[src/rtl/acc_control_fsm.sv]
// Multicycle control unit for the accumulator datapath: opcode decode, datapath
// strobes and memory request/ack handshake. Optional MEM_TIMEOUT_EN adds a memory-wait watchdog.
module acc_control_fsm #(
  parameter int unsigned TIMEOUT_CYCLES = 15
) (
  input  logic       CLK,
  input  logic       reset,
  input  logic [3:0] Opcode,
  input  logic       AccZero,
  input  logic       MemAck,
  output logic       MemReq,
  output logic       MemWE,
  output logic [1:0] AddrSrc,
  output logic       IRWrite,
  output logic       PCWrite,
  output logic       MDRWrite,
  output logic [2:0] AccSrc,
  output logic       AccWrite,
  output logic       SpWrite,
  output logic [1:0] ALUSrcA,
  output logic [2:0] ALUSrcB,
  output logic [1:0] ALUOp,
  output logic       Halted,
`ifdef MEM_TIMEOUT_EN
  output logic       MemTimeout,
`endif
  output logic       IllegalOp
);

  localparam int unsigned OP_W = 4;

  localparam logic [OP_W-1:0] OP_ADDI = 4'd0;
  localparam logic [OP_W-1:0] OP_ADDM = 4'd1;
  localparam logic [OP_W-1:0] OP_LW   = 4'd2;
  localparam logic [OP_W-1:0] OP_SW   = 4'd3;
  localparam logic [OP_W-1:0] OP_LI   = 4'd4;
  localparam logic [OP_W-1:0] OP_LUI  = 4'd5;
  localparam logic [OP_W-1:0] OP_PUSH = 4'd6;
  localparam logic [OP_W-1:0] OP_POP  = 4'd7;
  localparam logic [OP_W-1:0] OP_BEQZ = 4'd8;
  localparam logic [OP_W-1:0] OP_J    = 4'd9;
  localparam logic [OP_W-1:0] OP_HALT = 4'd15;

  typedef enum logic [3:0] {
    ST_FETCH, ST_DECODE, ST_EXEC, ST_WB_IMM, ST_MEM_RD,
    ST_WB, ST_SP_DEC, ST_MEM_WR, ST_BRANCH, ST_HALT
  } state_e;

  state_e          state_q, state_d;
  logic [OP_W-1:0] op_q, op_d;
  logic            illegal_q, illegal_d;
  logic            ack_c;

`ifdef MEM_TIMEOUT_EN
  localparam int unsigned CNT_W = $clog2(TIMEOUT_CYCLES + 1);
  logic [CNT_W-1:0] wait_q, wait_d;
  logic             timeout_q, timeout_d;
  assign MemTimeout = timeout_q;
`else
  // TIMEOUT_CYCLES has no effect unless the watchdog is built in.
  if (TIMEOUT_CYCLES == 0) begin : g_timeout_unused
  end
`endif

  // Ack-gated strobes must stay low while reset is held.
  assign ack_c     = MemAck & reset;
  assign IllegalOp = illegal_q;

  always_ff @(posedge CLK or negedge reset) begin
    if (!reset) begin
      state_q   <= ST_FETCH;
      op_q      <= '0;
      illegal_q <= 1'b0;
`ifdef MEM_TIMEOUT_EN
      wait_q    <= '0;
      timeout_q <= 1'b0;
`endif
    end else begin
      state_q   <= state_d;
      op_q      <= op_d;
      illegal_q <= illegal_d;
`ifdef MEM_TIMEOUT_EN
      wait_q    <= wait_d;
      timeout_q <= timeout_d;
`endif
    end
  end

  always_comb begin
    state_d   = state_q;
    op_d      = op_q;
    illegal_d = illegal_q;
    MemReq    = 1'b0;
    MemWE     = 1'b0;
    AddrSrc   = 2'd0;
    IRWrite   = 1'b0;
    PCWrite   = 1'b0;
    MDRWrite  = 1'b0;
    AccSrc    = 3'd0;
    AccWrite  = 1'b0;
    SpWrite   = 1'b0;
    ALUSrcA   = 2'd0;
    ALUSrcB   = 3'd0;
    ALUOp     = 2'd0;
    Halted    = 1'b0;
`ifdef MEM_TIMEOUT_EN
    wait_d    = wait_q;
    timeout_d = timeout_q;
`endif

    case (state_q)
      ST_FETCH: begin
        MemReq = 1'b1;
        if (ack_c) begin
          IRWrite = 1'b1;
          PCWrite = 1'b1;
          state_d = ST_DECODE;
        end
      end
      ST_DECODE: begin
        op_d = Opcode;
        case (Opcode)
          OP_ADDI:               state_d = ST_EXEC;
          OP_ADDM, OP_LW, OP_POP: state_d = ST_MEM_RD;
          OP_SW:                 state_d = ST_MEM_WR;
          OP_LI, OP_LUI:         state_d = ST_WB_IMM;
          OP_PUSH:               state_d = ST_SP_DEC;
          OP_BEQZ, OP_J:         state_d = ST_BRANCH;
          OP_HALT:               state_d = ST_HALT;
          default: begin
            illegal_d = 1'b1;
            state_d   = ST_HALT;
          end
        endcase
      end
      ST_EXEC: begin
        ALUSrcA  = 2'd1;
        ALUSrcB  = 3'd1;
        AccSrc   = 3'd4;
        AccWrite = 1'b1;
        state_d  = ST_FETCH;
      end
      ST_WB_IMM: begin
        AccSrc   = (op_q == OP_LI) ? 3'd3 : 3'd0;
        AccWrite = 1'b1;
        state_d  = ST_FETCH;
      end
      ST_MEM_RD: begin
        MemReq  = 1'b1;
        AddrSrc = (op_q == OP_POP) ? 2'd2 : 2'd1;
        if (ack_c) begin
          MDRWrite = 1'b1;
          state_d  = ST_WB;
        end
      end
      ST_WB: begin
        AccWrite = 1'b1;
        state_d  = ST_FETCH;
        case (op_q)
          OP_ADDM: begin
            ALUSrcA = 2'd1;
            ALUSrcB = 3'd3;
            AccSrc  = 3'd4;
          end
          OP_POP: begin
            AccSrc  = 3'd1;
            SpWrite = 1'b1;
            ALUSrcA = 2'd2;
          end
          default: AccSrc = 3'd1;
        endcase
      end
      ST_SP_DEC: begin
        ALUSrcA = 2'd2;
        ALUOp   = 2'd1;
        SpWrite = 1'b1;
        state_d = ST_MEM_WR;
      end
      ST_MEM_WR: begin
        MemReq  = 1'b1;
        MemWE   = 1'b1;
        AddrSrc = (op_q == OP_PUSH) ? 2'd2 : 2'd1;
        if (ack_c) state_d = ST_FETCH;
      end
      ST_BRANCH: begin
        ALUSrcB = 3'd2;
        PCWrite = (op_q == OP_J) | AccZero;
        state_d = ST_FETCH;
      end
      ST_HALT: Halted = 1'b1;
      default: state_d = ST_FETCH;
    endcase

`ifdef MEM_TIMEOUT_EN
    // Count unanswered request cycles; an ack on the limit cycle wins.
    if (MemReq && !MemAck) begin
      wait_d = wait_q + CNT_W'(1);
      if (wait_d == CNT_W'(TIMEOUT_CYCLES)) begin
        state_d   = ST_HALT;
        timeout_d = 1'b1;
      end
    end
    if ((state_d != state_q) &&
        (state_d == ST_FETCH || state_d == ST_MEM_RD || state_d == ST_MEM_WR))
      wait_d = '0;
`endif
  end

endmodule

[config.mk]
export PLATFORM = sky130hd
export DESIGN_NAME = acc_control_fsm
export DESIGN_NICKNAME = d
export VERILOG_FILES = /design/src/rtl/acc_control_fsm.sv
export SDC_FILE = /design/constraint.sdc
export NUM_CORES = 1
export LEC_CHECK = 0
export ABC_AREA = 1
export CORE_ASPECT_RATIO = 1.25
export CORE_UTILIZATION = 39
export DETAILED_ROUTE_END_ITERATION = 8
export PLACE_DENSITY = 0.75
export RECOVER_POWER = 50
export SLEW_MARGIN = 20
export SYNTH_ARGS = -nofsm -noshare
export SYNTH_HDL_FRONTEND = slang
export SYNTH_SLANG_ARGS = --single-unit
[constraint.sdc]
create_clock -name CLK -period 1.77 [get_ports CLK]
set_input_delay 0.531 -clock CLK [delete_from_list [all_inputs] [get_ports CLK]]
set_output_delay 0.531 -clock CLK [all_outputs]
set_load 0.01 [all_outputs]
==> impl_metrics.py, run 1 <==
metrics = {
    "run_status": {
        "status": "finished, violations left",
        "violations": "negative setup slack",
    },
    "critical_path": {
        "endpoint_kind": "primary output",
        "r2r_setup_slack_ns": 0.26,
        "crit_type": "reg -> out",
        "cp_slowest_cell": "dfrtp_2",
        "cp.arrival_ns": 1.45,
        "path_cells": "nor2_4 -> nand4_1 -> o21ai_1 -> buf_2",
        "cp_top_family": "flip-flops",
        "max_stage_delay_ns": 0.48,
        "crit_buf_inv": 1,
        "path_max_fanout": 5,
        "worst_r2r_endpoint": "state_q[0]",
        "start_kind": "flip-flop",
        "cp.required_ns": 1.24,
        "reg2reg_depth": 10,
        "reg2reg_from": "state_q[1]",
    },
    "sta": {
        "min_period_ns": 1.98,
        "drv_slew": 0,
        "rsz0062_at_grt": "true",
        "whs_ns": 0.474,
        "setup_slack_ns": -0.212,
        "setup_violations": 17,
        "finalHoldViolations": 0,
        "post-route-period-util_pct": 112,
        "max_freq_ghz": 0.505,
        "skew_ns": 0.00104,
    },
    "routing": {
        "ant_nets": 0,
        "drtIter0Drc": 22,
        "drc": 0,
        "wirelength_um": 2760,
        "vias": 1000,
        "drtPass1Iterations": 4,
        "viasPerCell": 5.21,
        "wl_per_cell_um": 14.4,
    },
    "cells_and_area": {
        "diodes": 0,
        "finalInstanceArea_um2": 1310,
        "finalNetCount": 183,
        "area_growth_pct": 84.6,
        "drive_above_1_share_pct": 52.9,
    },
    "synth": {
        "synth_flop_cell": "dfrtp_1",
        "synth-async-reset-ratio_pct": 100,
        "yosysUniqueCellTypes": 22,
        "ys_ff_latch": 9,
        "synth-edff-count": 0,
        "postSynthCellCount": 107,
        "synth_seq_area_share_pct": 31.9,
        "ys.warnings.count": 0,
        "syn_area_per_cell_um2": 6.61,
        "netlist_area_um2": 707,
    },
    "grt": {
        "grt_max_degree": 10,
        "grt_usage_pct": 31.3,
        "overflow": 0,
        "grt_pass1_vias": 908,
        "grt_pass1_wl_um": 4190,
        "antenna_found_initial": 0,
    },
    "clocking": {
        "h-tree-depth": 1,
        "cts_buffer_depth": 2,
        "clockRootBuffer": "clkbuf_4",
        "cts_buffers": 3,
        "cts_tree": "yes",
        "cts_sinks": 9,
        "hold_buffers": 0,
        "clk_pin_slew_worst_paths_ns": 0.06,
        "clock_latency_ns": 0.26,
    },
    "place": {
        "dp_hpwl_um": 1630,
        "place_area_um2": 1120,
        "gp_congestion": 0.734,
        "numPortBuffers": 26,
    },
    "pwr": {
        "leakagePower_nw": 0.699,
        "irDropWorstVdd_mv": 1.15,
        "powerDensity_nw_per_um2": 1790,
    },
    "floorplan": {
        "fp.dieW_um": 40.1,
        "die_h_um": 49.6,
        "rows": 16,
        "start_util_pct": 43.6,
        "dieArea_um2": 1990,
        "io_pins": 29,
        "core_um2": 1620,
    },
    "worst_hold_path": {
        "hold_depth": 1,
        "hp-start": "IllegalOp",
        "hold_class": "reg -> reg",
        "hold_end": "IllegalOp",
    },
    "flow_run": {
        "max_cap_violations": 0,
    },
}
==> stage by stage <==
step	setup WS (ns)	setup TNS [ns]	cells	util (%)	total power [W]
2_1_floorplan	0.221	0	108	-	0.00103
3_3_place_gp	-0.649	-4.98	170	69.4	0.00160
3_5_place_dp	-0.660	-5.12	170	69.4	0.00164
4_1_cts	-0.123	-1.29	188	77.6	0.00214
5_1_grt	-0.261	-3.20	192	80.5	0.00248
6_report	-0.212	-2.32	192	80.5	0.00233
==> routing by layer <==
layer / up-vias / routed length [um] / track usage [%]
met5: - / 0 / 0
met1: 449 / 1100 / 35.2
met2: 59 / 1400 / 52.2
li1: 481 / - / -
met4: 0 / 106 / 20.1
met3: 11 / 150 / 3.15
==> cell usage in the layout, fill, tap and decap left out, drive strengths merged <==
cell type / netlist / routed
nand2: 30 / 30
clkdlybuf4s50: 0 / 6
nand4: 2 / 2
a31o: 1 / 1
nor2: 11 / 11
conb: 1 / 2
clkbuf: 0 / 5
buf: 3 / 56
o211ai: 1 / 1
o21ai: 9 / 9
inv: 16 / 16
nor3: 2 / 2
dlygate4sd2: 0 / 2
dfrtp: 9 / 9
nand3: 13 / 13
o22ai: 4 / 4
a21oi: 3 / 3
a21boi: 1 / 1
nor4: 1 / 1
==> worst max path at each step <==
stage,from,endpoint,slack (ns),depth (start not counted)
finish,state_q[3],AccSrc[2],-0.21,4
detailed placement,reset,PCWrite,-0.66,4
floorplan,state_q[0],AddrSrc[1],0.22,4
global placement,reset,PCWrite,-0.65,4
CTS,state_q[2],AccSrc[0],-0.12,5
global route,state_q[3],ALUSrcA[0],-0.26,4
==> synth_stat cells, types with 2 or more instances <==
master   number  area share, %
o22ai_1       4            3.5
nand2_2       6            5.3
nand3_1      12            8.5
inv_2         3            1.6
nand4_1       2            1.8
o21ai_0       9            6.4
dfrtp_1       9             32
a21oi_1       3            2.1
nor3_1        2            1.4
buf_4         2            2.1
inv_1        13            6.9
nor2_1        7            3.7
nor2_2        3            2.7
nand2_1      24             13
==> layout make-up <==
| cell class | count | area [um^2] |
|---|---|---|
| clock buffer | 4 | 26.3 |
| sequential | 9 | 228 |
| tap | 18 | 22.5 |
| timing repair buffer | 65 | 487 |
| inverter | 16 | 60.1 |
| fill | 110 | 317 |
| multi-input combinational | 80 | 482 |
==> kinds of logic after synthesis <==
logic type / synth area share [%]
AO/OA/AOI/OAI: 15.4
buffers and inverters: 12.2
flip-flops: 31.9
other: 0.530
AND/OR/NAND/NOR: 40.0
==> report_power, final <==
group / total [W] / internal (W) / switching, W / leakage, nW
combinational: 0.00174 / 0.000877 / 0.000866 / 0.578
sequential: 0.000432 / 0.000302 / 0.000130 / 0.106
clock: 0.000158 / 0.0000868 / 0.0000714 / 0.0150
==> sequential cells by signal (all words and copies together), names as in the netlist <==
| signal | cells |
|---|---|
| IllegalOp | 1 |
| op_q | 4 |
| state_q | 4 |
==> what timing repair did <==
item / 4_1_cts / 5_1_grt
resized for setup: 102 / 6
hold endpoints to repair: 0 / 0
setup buffers: 14 / 5
setup endpoints to repair: 18 / 18
pin swaps: 16 / 9
Power figures use the tool's default switching activity.
==> run 2: changes to the inputs <==
--- a/config.mk
+++ b/config.mk
@@ -11,6 +11,7 @@
 export DETAILED_ROUTE_END_ITERATION = 8
 export PLACE_DENSITY = 0.75
 export RECOVER_POWER = 50
+export REMOVE_ABC_BUFFERS = 1
 export SLEW_MARGIN = 20
 export SYNTH_ARGS = -nofsm -noshare
 export SYNTH_HDL_FRONTEND = slang
==> run 2 against run 1 <==
The run still ends with negative setup slack left. Global-route usage fell by 0.55 points. Clock power grew 6%. Sequential share of layout area grew 0.12 points. Clock skew is 0.0017 ns higher. Critical path type unchanged. Sequential cell count unchanged. Utilization up 0.77 points. Highest routed layer unchanged. Setup slack better by 0.016 ns. Maximum frequency up 0.82%. Sequential power up 5.6%. Via count rose by 0.20%.
==> impl_metrics.py, run 2 (same netlist as run 1, synthesis figures left out) <==
metrics = {
    "critical_path": {
        "crit_type": "reg -> out",
        "path_cells": "inv_2 -> nand2_2 -> inv_2 -> nand4_1 -> o21ai_1 -> buf_2",
        "start_kind": "flip-flop",
        "cp_common_cell": "inv_2",
        "max_stage_delay_ns": 0.46,
        "endpoint_kind": "primary output",
        "cp_slowest_cell": "dfrtp_2",
        "cp_top_family": "flip-flops",
        "cp.arrival_ns": 1.43,
        "crit_buf_inv": 3,
        "path_max_fanout": 4,
        "cp.required_ns": 1.24,
    },
    "routing": {
        "vias": 1002,
        "drtIter0Drc": 31,
        "drc": 0,
        "ant_nets": 0,
        "viasPerCell": 5.22,
        "drtPass1Iterations": 4,
        "wirelength_um": 2730,
        "wl_per_cell_um": 14.2,
    },
    "clocking": {
        "clk_pin_slew_worst_paths_ns": 0.06,
        "cts_tree": "yes",
        "clock_latency_ns": 0.27,
        "cts_sinks": 9,
        "clockRootBuffer": "clkbuf_4",
        "cts_buffers": 3,
        "cts_buffer_depth": 2,
        "h-tree-depth": 1,
    },
    "pwr": {
        "leakagePower_nw": 0.710,
        "irDropWorstVdd_mv": 1.11,
        "powerDensity_nw_per_um2": 1780,
    },
    "run_status": {
        "status": "finished, violations left",
        "violations": "negative setup slack",
    },
    "cells_and_area": {
        "num-fill-cells": 109,
        "area_growth_pct": 86.4,
        "drive_above_1_share_pct": 54.6,
        "instances_no_fill": 192,
        "final_cell_mix": "buf_4, nand2_1, buf_2",
        "final_common_cell": "buf_4",
        "finalInstanceArea_um2": 1320,
        "diodes": 0,
        "finalNetCount": 183,
    },
    "floorplan": {
        "io_pins": 29,
        "dieArea_um2": 1990,
        "rows": 16,
        "fp.dieW_um": 40.1,
        "start_util_pct": 43.6,
        "core_um2": 1620,
        "die_h_um": 49.6,
    },
    "grt": {
        "grt_pass1_vias": 947,
        "grt_max_degree": 10,
        "grt_usage_pct": 30.8,
        "overflow": 0,
        "grt_pass1_wl_um": 4130,
        "antenna_found_initial": 0,
    },
    "sta": {
        "setup_slack_ns": -0.196,
        "drv_slew": 0,
        "slew_headroom_pct": 66.2,
        "skew_ns": 0.00270,
        "setup_violations": 18,
        "min_period_ns": 1.97,
        "worst_pin_slew_ns": 0.507,
        "max_freq_ghz": 0.509,
        "post-route-period-util_pct": 111,
        "finalHoldViolations": 0,
        "rsz0062_at_grt": "true",
    },
    "place": {
        "place_area_um2": 1120,
        "gp_congestion": 0.783,
        "place_ws_ns": -0.638,
        "dp_hpwl_um": 1630,
        "dp_cells": 169,
        "numPortBuffers": 26,
    },
    "worst_hold_path": {
        "hold_class": "reg -> reg",
    },
    "flow_run": {
        "max_cap_violations": 0,
    },
}
[run 2: cell count changes in the layout (fill, tap and decap cells not counted), sizes merged]
cell / delta
buf: -1
clkdlybuf4s15: +1
[run 2: final cells by class]
class	instances	area (um^2)	share of cell area [%]
Sequential cell	9	231	17.6
Tap cell	18	22.5	1.71
Multi-Input combinational cell	80	487	36.9
Inverter	16	60.1	4.56
Timing Repair Buffer	65	490	37.2
Clock buffer	4	26.3	1.99
[run 2: layer usage]
| metal | vias up | global-route usage, % | routed length [um] |
|---|---|---|---|
| li1 | 482 | - | - |
| met1 | 465 | 34.2 | 1100 |
| met2 | 40 | 50.3 | 1340 |
| met3 | 15 | 3.60 | 140 |
| met4 | 0 | 21.8 | 148 |
| met5 | - | 0 | 0 |
[run 2: power breakdown]
part	leakage [nW]	switching, W	internal, W
sequential	0.102	0.000149	0.000307
clock	0.0150	0.0000792	0.0000874
combinational	0.592	0.000858	0.000868
[run 2: worst paths after layout]
path	from	cells after the start	slack, ns	to
hold / removal	IllegalOp	1	0.49	IllegalOp
min in group asynchronous	reset	2	0.51	state_q[2]
max in group asynchronous	reset	2	0.89	op_q[1]
hold reg to reg	IllegalOp	1	0.49	IllegalOp
setup reg to reg	state_q[0]	11	0.09	state_q[0]
setup / recovery	state_q[1]	6	-0.20	ALUSrcA[0]
[run 2: repair_timing]
item | in CTS | in global routing
endpoints found under the setup margin | 18 | 18
hold buffers | 0 | 0
pin swaps | 16 | 9
setup buffers | 15 | 4
gates resized for setup | 105 | 9
cloned | 0 | 0
[run 2: stage by stage]
| step | hold slack [ns] | power (W) | util (%) | TNS, ns |
|---|---|---|---|---|
| final | 0.486 | 0.00235 | 81.3 | -2.17 |
| after global routing | 0.500 | 0.00249 | 81.3 | -3.18 |
| after CTS | 0.375 | 0.00215 | 77.4 | -1.31 |
| after detailed placement | 0.476 | 0.00163 | 68.9 | -4.87 |
| after global placement | 0.456 | 0.00158 | 68.9 | -4.77 |
| after floorplan | 0.235 | 0.000996 | - | 0 |
==> run 3: changes to the inputs <==
--- a/config.mk
+++ b/config.mk
@@ -6,10 +6,10 @@
 export NUM_CORES = 1
 export LEC_CHECK = 0
 export ABC_AREA = 1
-export CORE_ASPECT_RATIO = 1.25
-export CORE_UTILIZATION = 39
+export CORE_UTILIZATION = 45
 export DETAILED_ROUTE_END_ITERATION = 8
-export PLACE_DENSITY = 0.75
+export GPL_ROUTABILITY_DRIVEN = 0
+export PLACE_DENSITY = 0.84
 export RECOVER_POWER = 50
 export REMOVE_ABC_BUFFERS = 1
 export SLEW_MARGIN = 20
==> run 3 against run 2 <==
The flow now stops in 5_1_grt. Synthesized area is the same. Synthesized cell count unchanged.
==> impl_metrics.py, run 3 <==
metrics = {
    "synth": {
        "ys.warnings.count": 0,
        "postSynthCellCount": 107,
        "ys_ff_latch": 9,
        "yosysUniqueCellTypes": 22,
        "synth_seq_area_share_pct": 31.9,
        "netlist.area_leader.share_pct": 31.9,
        "yosysMostFrequentCell": "nand2_1",
        "synth_area_leaders": "dfrtp_1, nand2_1, nand3_1",
        "synth-edff-count": 0,
        "syn_area_per_cell_um2": 6.61,
        "synth_flop_cell": "dfrtp_1",
        "post-synth-top-area-cell": "dfrtp_1",
        "netlist_area_um2": 707,
        "synth-async-reset-ratio_pct": 100,
        "synthTopCellsByCount": "nand2_1, inv_1, nand3_1",
    },
    "run_status": {
        "firstError": "[ERROR DPL-0038] Utilization greater than 100%, impossible to legalize",
        "haltStage": "5_1_grt",
        "status": "stopped before the end",
    },
    "floorplan": {
        "start_util_pct": 51.1,
        "io_pins": 29,
        "rows": 13,
        "fp.dieW_um": 41.6,
        "die_h_um": 41.6,
    },
    "clocking": {
        "cts_sinks": 9,
        "cts_buffer_depth": 2,
        "clockRootBuffer": "clkbuf_4",
        "hold_buffers": 0,
        "h-tree-depth": 1,
        "cts_buffers": 3,
    },
    "place": {
        "numPortBuffers": 26,
        "place_area_um2": 1140,
        "dp_hpwl_um": 1970,
        "place_ws_ns": -0.665,
    },
    "sta": {
        "endpoint_type": "top-level output",
        "grt_worst_setup_endpoint": "ALUSrcA[0]",
    },
    "grt": {
        "grt_max_degree": 10,
    },
}
[run 3: kinds of logic after synthesis]
group           Yosys count  synth area share [%]
compound gates           19                  15.4
buf+inv                  19                  12.2
flops                     9                  31.9
other cells               1                 0.530
simple gates             59                  40.0
[run 3: what timing repair did]
action,4_1_cts
buffers inserted,14
hold endpoints to repair,0
gates resized for setup,101
gates cloned,0
pin swaps,13
endpoints found under the setup margin,18
[run 3: metrics by stage]
step / instances / setup TNS (ns) / hold slack [ns]
2_1_floorplan: 105 / 0 / 0.235
3_3_place_gp: 169 / -4.82 / 0.458
3_5_place_dp: 169 / -5.33 / 0.524
4_1_cts: 187 / -1.23 / 0.401
==> run 4: changes to the inputs <==
--- a/config.mk
+++ b/config.mk
@@ -6,10 +6,11 @@
 export NUM_CORES = 1
 export LEC_CHECK = 0
 export ABC_AREA = 1
-export CORE_UTILIZATION = 45
+export CORE_AREA = 2 2 63 65
 export DETAILED_ROUTE_END_ITERATION = 8
+export DIE_AREA = 0 0 65 67
 export GPL_ROUTABILITY_DRIVEN = 0
-export PLACE_DENSITY = 0.84
+export PLACE_DENSITY_LB_ADDON = 0.15
 export RECOVER_POWER = 50
 export REMOVE_ABC_BUFFERS = 1
 export SLEW_MARGIN = 20
==> run 4 against run 3 <==
The flow now finishes, with violations (negative setup slack).
==> impl_metrics.py, run 4 (same netlist as run 1, synthesis figures left out) <==
metrics = {
    "run_status": {
        "status": "finished, violations left",
        "violations": "negative setup slack",
    },
    "clocking": {
        "cts_sinks": 9,
        "clock_latency_ns": 0.23,
        "clk_pin_slew_worst_paths_ns": 0.05,
        "cts_tree": "yes",
        "h-tree-depth": 1,
        "clockRootBuffer": "clkbuf_8",
        "cts_buffer_depth": 2,
        "cts_buffers": 3,
    },
    "pwr": {
        "irDropWorstVdd_mv": 0.519,
        "power_w": 0.00247,
        "leakagePower_nw": 0.765,
        "powerDensity_nw_per_um2": 1680,
    },
    "sta": {
        "skew_ns": 0.00153,
        "rsz0062_at_grt": "true",
        "slew_headroom_pct": 64.2,
        "whs_ns": 0.485,
        "setup_violations": 17,
        "min_period_ns": 1.95,
        "max_freq_ghz": 0.513,
        "drv_slew": 0,
        "setup_tns_ns": -1.57,
        "worst_pin_slew_ns": 0.537,
        "finalHoldViolations": 0,
        "setup_slack_ns": -0.179,
        "post-route-period-util_pct": 110,
    },
    "floorplan": {
        "die_h_um": 67,
        "start_util_pct": 19.6,
        "rows": 22,
        "fp.dieW_um": 65,
        "io_pins": 29,
        "dieArea_um2": 4360,
        "core_um2": 3610,
    },
    "routing": {
        "drc": 0,
        "drtIter0Drc": 20,
        "viasPerCell": 4.22,
        "ant_nets": 0,
        "vias": 958,
        "wl_per_cell_um": 11.3,
        "wirelength_um": 2560,
        "drtPass1Iterations": 4,
    },
    "grt": {
        "grt_max_degree": 10,
        "grt_pass1_vias": 871,
        "overflow": 0,
        "antenna_found_initial": 0,
        "grt_usage_pct": 12.0,
        "grt_pass1_wl_um": 4020,
    },
    "cells_and_area": {
        "regArea_um2": 228,
        "area_growth_pct": 109,
        "multi_input_area_um2": 542,
        "diodes": 0,
        "drive_above_1_share_pct": 60.3,
        "final_common_cell": "buf_4",
        "num-fill-cells": 385,
        "final_cell_mix": "buf_4, nand2_1, buf_2",
        "finalNetCount": 188,
    },
    "flow_run": {
        "max_cap_violations": 0,
    },
    "place": {
        "dp_hpwl_um": 1900,
        "numPortBuffers": 26,
        "place_ws_ns": -0.753,
    },
    "critical_path": {
        "cp.arrival_ns": 1.42,
        "crit_type": "reg -> out",
        "cp.required_ns": 1.24,
        "path_max_fanout": 4,
        "endpoint_kind": "primary output",
        "start_kind": "flip-flop",
    },
    "worst_hold_path": {
        "hold_class": "reg -> reg",
    },
}
run 4: what timing repair did:
action | CTS | global route
resized for setup | 98 | 28
pin swaps | 11 | 13
setup endpoints to repair | 18 | 18
cloned | 0 | 0
hold buffers | 0 | 0
buffers inserted | 11 | 7
run 4: final timing paths:
check / from / slack, ns / cells after the start / end
worst max-delay path: state_q[2] / -0.18 / 6 / PCWrite
worst min-delay path: IllegalOp / 0.48 / 1 / IllegalOp
worst max register to register: state_q[2] / 0.28 / 10 / state_q[0]
worst min register to register: IllegalOp / 0.48 / 1 / IllegalOp
max in group asynchronous: reset / 0.81 / 2 / state_q[0]
min in group asynchronous: reset / 0.58 / 2 / IllegalOp
run 4: worst max-delay path, stage by stage (launching register included):
cell     delay, ns
dfrtp_1       0.40
buf_6         0.13
nor2_4        0.15
buf_6         0.12
nand2_4       0.06
o22ai_2       0.17
buf_2         0.15
run 4: power by group:
| part | switching (W) | internal, W | total, W |
|---|---|---|---|
| Combinational | 0.000864 | 0.000956 | 0.00182 |
| Clock | 0.0000798 | 0.000157 | 0.000237 |
| Sequential | 0.000113 | 0.000303 | 0.000416 |
| Total | 0.00106 | 0.00142 | 0.00247 |
run 4: metrics by stage:
step                      utilization [%]  area (um^2)  instances
after floorplan                         -          684        105
after global placement               33.3         1200        205
after detailed placement             33.3         1200        205
after CTS                            36.5         1320        220
after global routing                 40.9         1480        227
final                                40.9         1480        227
run 4: layer usage:
metal  up-vias  part of all wire [%]  track usage, %
met5         -                     0               0
met4         0                  0.94            3.99
met3         4                   5.5            2.53
met2        24                    49            20.6
met1       436                    44            14.7
li1        494                     -               -
run 4: area by class of cell:
class / count / area share (%)
multi-input cells: 80 / 36.7
clock buffers: 4 / 3.05
repair buffers: 70 / 36.5
inverters: 16 / 4.24
well taps: 48 / 4.07
flip-flops and latches: 9 / 15.4
